File: src/rtl/ysyx_22050243_store_narrow.sv
// Store narrowing unit: places the low 1/2/4/8 operand bytes on an aligned write bus with strobes; MISALIGN_SPLIT_EN enables boundary-crossing splits.
// Latency: first beat valid the cycle after acceptance; done_o 3 cycles after acceptance for a single beat with ready/bvalid high.
// Backpressure: beat payload held until mem_ready_i; req_ready_o low until the write response completes the store.
module ysyx_22050243_store_narrow #(
    parameter int XLEN = 64,
    parameter int AW   = 32
) (
    input  logic              clk,
    input  logic              rst,
    input  logic              req_valid_i,
    output logic              req_ready_o,
    input  logic [AW-1:0]     req_addr_i,
    input  logic [XLEN-1:0]   req_data_i,
    input  logic [1:0]        req_size_i,
    output logic              mem_valid_o,
    input  logic              mem_ready_i,
    output logic [AW-1:0]     mem_addr_o,
    output logic [XLEN-1:0]   mem_wdata_o,
    output logic [XLEN/8-1:0] mem_wstrb_o,
    input  logic              mem_bvalid_i,
    output logic              done_o,
    output logic              misalign_o
);
    localparam int SW = XLEN / 8;

    typedef enum logic [2:0] {IDLE, BEAT0, RESP0, BEAT1, RESP1} state_t;

    typedef struct packed {
        logic [XLEN-1:0] wdata;
        logic [SW-1:0]   wstrb;
    } beat_t;

    state_t state;
    beat_t  hi_q;

    logic [XLEN-1:0]   dmask;
    logic [SW-1:0]     bmask;
    logic [2*XLEN-1:0] win;
    logic [2*SW-1:0]   strb16;
    logic              reject;

    always_comb begin
        dmask = '0;
        bmask = '0;
        case (req_size_i)
            2'd0: begin dmask = XLEN'(64'h0000_0000_0000_00FF); bmask = SW'(8'h01); end
            2'd1: begin dmask = XLEN'(64'h0000_0000_0000_FFFF); bmask = SW'(8'h03); end
            2'd2: begin dmask = XLEN'(64'h0000_0000_FFFF_FFFF); bmask = SW'(8'h0F); end
            default: begin dmask = '1; bmask = '1; end
        endcase
        win    = {{XLEN{1'b0}}, req_data_i & dmask} << {req_addr_i[2:0], 3'b000};
        strb16 = {{SW{1'b0}}, bmask} << req_addr_i[2:0];
    end

`ifdef MISALIGN_SPLIT_EN
    assign reject = 1'b0;
`else
    logic [2:0] amask;

    always_comb begin
        amask = '0;
        case (req_size_i)
            2'd0:    amask = 3'd0;
            2'd1:    amask = 3'd1;
            2'd2:    amask = 3'd3;
            default: amask = 3'd7;
        endcase
    end

    assign reject = |(req_addr_i[2:0] & amask);
`endif

    always_ff @(posedge clk) begin
        if (rst) begin
            state       <= IDLE;
            req_ready_o <= 1'b1;
            mem_valid_o <= 1'b0;
            mem_addr_o  <= '0;
            mem_wdata_o <= '0;
            mem_wstrb_o <= '0;
            done_o      <= 1'b0;
            misalign_o  <= 1'b0;
            hi_q        <= '0;
        end else begin
            done_o     <= 1'b0;
            misalign_o <= 1'b0;
            case (state)
                IDLE: begin
                    // ready is dropped on the done cycle, so re-arm it here
                    req_ready_o <= 1'b1;
                    if (req_valid_i && req_ready_o) begin
                        if (reject) begin
                            misalign_o <= 1'b1;
                        end else begin
                            state       <= BEAT0;
                            req_ready_o <= 1'b0;
                            mem_valid_o <= 1'b1;
                            mem_addr_o  <= {req_addr_i[AW-1:3], 3'b000};
                            mem_wdata_o <= win[XLEN-1:0];
                            mem_wstrb_o <= strb16[SW-1:0];
                            hi_q.wdata  <= win[2*XLEN-1:XLEN];
                            hi_q.wstrb  <= strb16[2*SW-1:SW];
                        end
                    end
                end
                BEAT0: begin
                    if (mem_ready_i) begin
                        mem_valid_o <= 1'b0;
                        state       <= RESP0;
                    end
                end
                RESP0: begin
                    if (mem_bvalid_i) begin
                        if (hi_q.wstrb == '0) begin
                            done_o <= 1'b1;
                            state  <= IDLE;
                        end else begin
                            state       <= BEAT1;
                            mem_valid_o <= 1'b1;
                            mem_addr_o  <= mem_addr_o + AW'(8);
                            mem_wdata_o <= hi_q.wdata;
                            mem_wstrb_o <= hi_q.wstrb;
                        end
                    end
                end
                BEAT1: begin
                    if (mem_ready_i) begin
                        mem_valid_o <= 1'b0;
                        state       <= RESP1;
                    end
                end
                RESP1: begin
                    if (mem_bvalid_i) begin
                        done_o <= 1'b1;
                        state  <= IDLE;
                    end
                end
                default: state <= IDLE;
            endcase
        end
    end
endmodule

File: config.mk
export PLATFORM = sky130hd
export DESIGN_NAME = ysyx_22050243_store_narrow
export DESIGN_NICKNAME = d
export VERILOG_FILES = /design/src/rtl/ysyx_22050243_store_narrow.sv
export SDC_FILE = /design/constraint.sdc
export NUM_CORES = 1
export LEC_CHECK = 0
export CAP_MARGIN = 10
export CORE_UTILIZATION = 35
export CTS_CLUSTER_DIAMETER = 40
export DETAILED_ROUTE_END_ITERATION = 6
export RECOVER_POWER = 100
export SLEW_MARGIN = 5
export SYNTH_ARGS = -nofsm -noshare
export SYNTH_HDL_FRONTEND = slang
export SYNTH_SLANG_ARGS = --single-unit
File: constraint.sdc
create_clock -name clk -period 2.6 [get_ports clk]
set_input_delay 0.26 -clock clk [delete_from_list [all_inputs] [get_ports clk]]
set_output_delay 0.26 -clock clk [all_outputs]
set_load 0.02 [all_outputs]
==> flow_summary_export.csv, run 1 <==
group,metric,value,unit
global_route,overflow,0,
clock_network,cts_tree,"yes",
flow_run,cap_violations,0,
global_route,antenna_found_initial,0,
place,gp_congestion,0.919,
place,dp_hpwl,23300,µm
cells_and_area,layout-drive-gt1-share,0.105,
floorplanning,die_y,157,µm
power_and_ir_drop,p_per_area,595,mW/mm²
synthesis,synth_edf_count,0,
clock_network,clk_pin_slew_worst_paths,80,ps
power_and_ir_drop,max-vdd-ir-drop,0.369,mV
floorplanning,die_area,0.0247,mm²
sta,min_period_over_period,0.927,
cells_and_area,stdcell_area,0.0116,mm²
synthesis,synthFlopType,"dfxtp_1",
sta,tns,0,ps
synthesis,ys_ff_latch,171,
cells_and_area,diodes,0,
synthesis,async_reset_ff_frac,0,
routing,wl,32200,µm
sta,holdWs,222,ps
sta,hold_viol,0,
setup_path,crit_path_end_kind,"flop",
setup_path,crit_start,"hi_q[3]",
floorplanning,start_util,0.358,
sta,setup_viol,0,
clock_network,cts-resized-gates,0,
setup_path,reg2regPathDepth,6,
synthesis,synth_cell_types,67,
routing,first_iter_violations,594,
setup_path,worstPathRequired,2930,ps
clock_network,cts-buffers-inserted,17,
synthesis,synth_warnings,0,
setup_path,max_stage_delay,640,ps
sta,rsz0062_at_grt,"no",
setup_path,crit_cells,6,
place,post_dp_cell_area,0.0111,mm²
clock_network,clk_latency,430,ps
setup_path,cp.buffers_inverters,1,
cells_and_area,final_nets,1296,
setup_path,critPathCapture,"mem_addr_o[28]",
sta,relSlewSlack,0.504,
routing,vias,8782,
power_and_ir_drop,p_leak,4.67,nW
global_route,grt_pass1_wl,48700,µm
synthesis,ys_seq_area_frac,0.407,
global_route,track_usage,0.261,
setup_path,worstSetupStartpointType,"flop",
sta,finClkSkew,10.0,ps
synthesis,syn_avg_cell_area,8.40,µm²
global_route,grt_pass1_vias,8304,
clock_network,h-tree-depth,4,
setup_path,critPathTopFamily,"simple AND/OR/NAND/NOR gates",
sta,fin_crit,2410,ps
routing,first_pass_iters,7,
setup_path,arrival,2740,ps
clock_network,clockBufferDepth,2,
status,status,"finished, final reports clean",
clock_network,postCtsHoldBufs,0,
setup_path,rrSetupSlack,190,ps
floorplanning,ioPinCount,211,
floorplanning,chipWidth,157,µm
clock_network,clock_sinks,171,
clock_network,post_cts_buffers,0,
floorplanning,row_count,56,
synthesis,syn_area,0.00842,mm²
setup_path,r2r-end,"mem_addr_o[28]",
global_route,grt_max_degree,75,
setup_path,worst-path-max-fanout,13,
setup_path,crit_path_top_delay_cell,"or4_1",
routing,drc,0,
sta,tightest_slew,742,ps
clock_network,cts-root-buf,"clkbuf_16",
min_path,hold_path_class,"input pin to flop",
routing,ant_nets,0,
sta,drv_slew,0,
sta,fmax,0.415,GHz
setup_path,timing.rr.start,"hi_q[3]",
routing,wl_per_cell,21.1,µm
cells_and_area,area_growth_syn_to_layout,38.3,%
synthesis,synthCells,1002,
setup_path,criticalPathCategory,"flop to flop",
setup_path,crit_chain,"or4_1, o211a_1, nor2_8, buf_4, a21oi_1, o221a_2",
place,port_buffers,207,
routing,viasPerCell,5.76,
floorplanning,core,0.0235,mm²
-- placed cells by master, fill, tap and decap left out, drive strengths merged, types with 4 or more instances in the layout --
master | synthesis | layout
dfxtp | 171 | 171
dlygate4sd3 | 0 | 106
clkdlybuf4s50 | 0 | 98
nor2 | 92 | 92
and3 | 70 | 70
buf | 37 | 64
nand2 | 63 | 63
nor3 | 56 | 56
a21oi | 53 | 53
o21ai | 39 | 39
a211oi | 36 | 36
a221oi | 36 | 36
nand3 | 28 | 28
clkbuf | 67 | 23
inv | 10 | 18
a22o | 16 | 16
a31oi | 16 | 16
mux2 | 16 | 16
mux2i | 16 | 16
o21a | 14 | 14
nor2b | 12 | 12
a22oi | 12 | 12
nand4 | 12 | 12
or3 | 11 | 11
a32oi | 10 | 10
a2bb2oi | 10 | 10
a41oi | 9 | 9
a311oi | 8 | 8
o31ai | 8 | 8
o311ai | 7 | 7
o211ai | 6 | 6
and4 | 5 | 5
nor4 | 5 | 5
o22ai | 5 | 5
o32ai | 5 | 5
o221ai | 4 | 4
-- cell families (layout without fill, tap and decap cells) --
kind of cell,after synthesis,after routing,synth area share
DFF,171,171,0.407
AOI/OAI and AO/OA,310,310,0.267
muxes,32,32,0.0404
adders and majority gates,1,1,0.00149
buffers and inverters,114,315,0.0578
and+or+nand+nor,371,371,0.224
other,1,3,0.000445
xor gates and xnor gates,2,2,0.00208
-- area by class of cell --
class | instances | area, µm²
Clock buffer | 18 | 439
Clock inverter | 14 | 153
Fill cell | 2306 | 11900
Inverter | 10 | 37.5
Multi-Input combinational cell | 719 | 4520
Sequential cell | 171 | 3420
Tap cell | 319 | 399
Timing Repair Buffer | 273 | 2670
-- sequential cells by signal, summed over array words and instances, names as in the netlist --
name and cells:
state 3, mem_valid_o 1, mem_addr_o 29, hi_q 63, misalign_o 1, req_ready_o 1, mem_wstrb_o 8, done_o 1
mem_wdata_o 64
-- through the flow --
stage          setup slack [ps]  utilization  cells  power (mW)
6_report                    190        0.495   1524        6.93
5_1_grt                     110        0.495   1524        7.21
4_1_cts                     171        0.496   1524        7.03
3_5_place_dp                119        0.471   1492        4.45
3_3_place_gp               99.5        0.471   1492        4.45
2_1_floorplan               650            -   1004        3.68
-- Yosys cell counts (20+ instances only) --
master      n  area share
nand3_1    28       0.017
dfxtp_1   171        0.41
a221oi_1   36       0.037
nor3_1     56       0.033
a211oi_1   36       0.032
nand2_1    62       0.028
o21ai_0    38       0.023
clkbuf_1   67       0.030
buf_2      20       0.012
nor2_1     91       0.041
a21oi_1    53       0.032
and3_1     70       0.052
-- worst min path at each step --
stage,slack (ps),start,depth (start not counted),endpoint
floorplan,420,mem_bvalid_i,2,done_o
global placement,460,mem_wdata_o[32],2,mem_wdata_o[32]
detailed placement,470,hi_q[20],1,hi_q[20]
CTS,200,rst,2,mem_wstrb_o[7]
global route,240,rst,2,state[2]
finish,220,rst,2,state[2]
-- layer usage --
layer	share of wire	global-route usage
met5	0	0
met4	0.036	0.110
met3	0.064	0.0430
met2	0.46	0.412
met1	0.44	0.352
-- where the power goes --
| part | switching [mW] | internal [mW] | total [mW] |
|---|---|---|---|
| clock | 1.19 | 1.39 | 2.58 |
| sequential | 0.108 | 2.75 | 2.86 |
| combinational | 0.840 | 0.647 | 1.49 |
(Power assumes the default switching activity.)
==> run 2: changes to the inputs <==
--- a/config.mk
+++ b/config.mk
@@ -5,6 +5,7 @@
 export SDC_FILE = /design/constraint.sdc
 export NUM_CORES = 1
 export LEC_CHECK = 0
+export ABC_CLOCK_PERIOD_IN_PS = 2600
 export CAP_MARGIN = 10
 export CORE_UTILIZATION = 35
 export CTS_CLUSTER_DIAMETER = 40
==> results of run 2 <==
Same layout as run 1: the final DEF is identical, and so are final timing and power.
==> run 3: changes to the inputs <==
--- a/config.mk
+++ b/config.mk
@@ -11,6 +11,7 @@
 export CTS_CLUSTER_DIAMETER = 40
 export DETAILED_ROUTE_END_ITERATION = 6
 export RECOVER_POWER = 100
+export SKIP_CTS_REPAIR_TIMING = 1
 export SLEW_MARGIN = 5
 export SYNTH_ARGS = -nofsm -noshare
 export SYNTH_HDL_FRONTEND = slang
==> results of run 3 <==
Same layout as run 1: the final DEF is identical, and so are final timing and power.
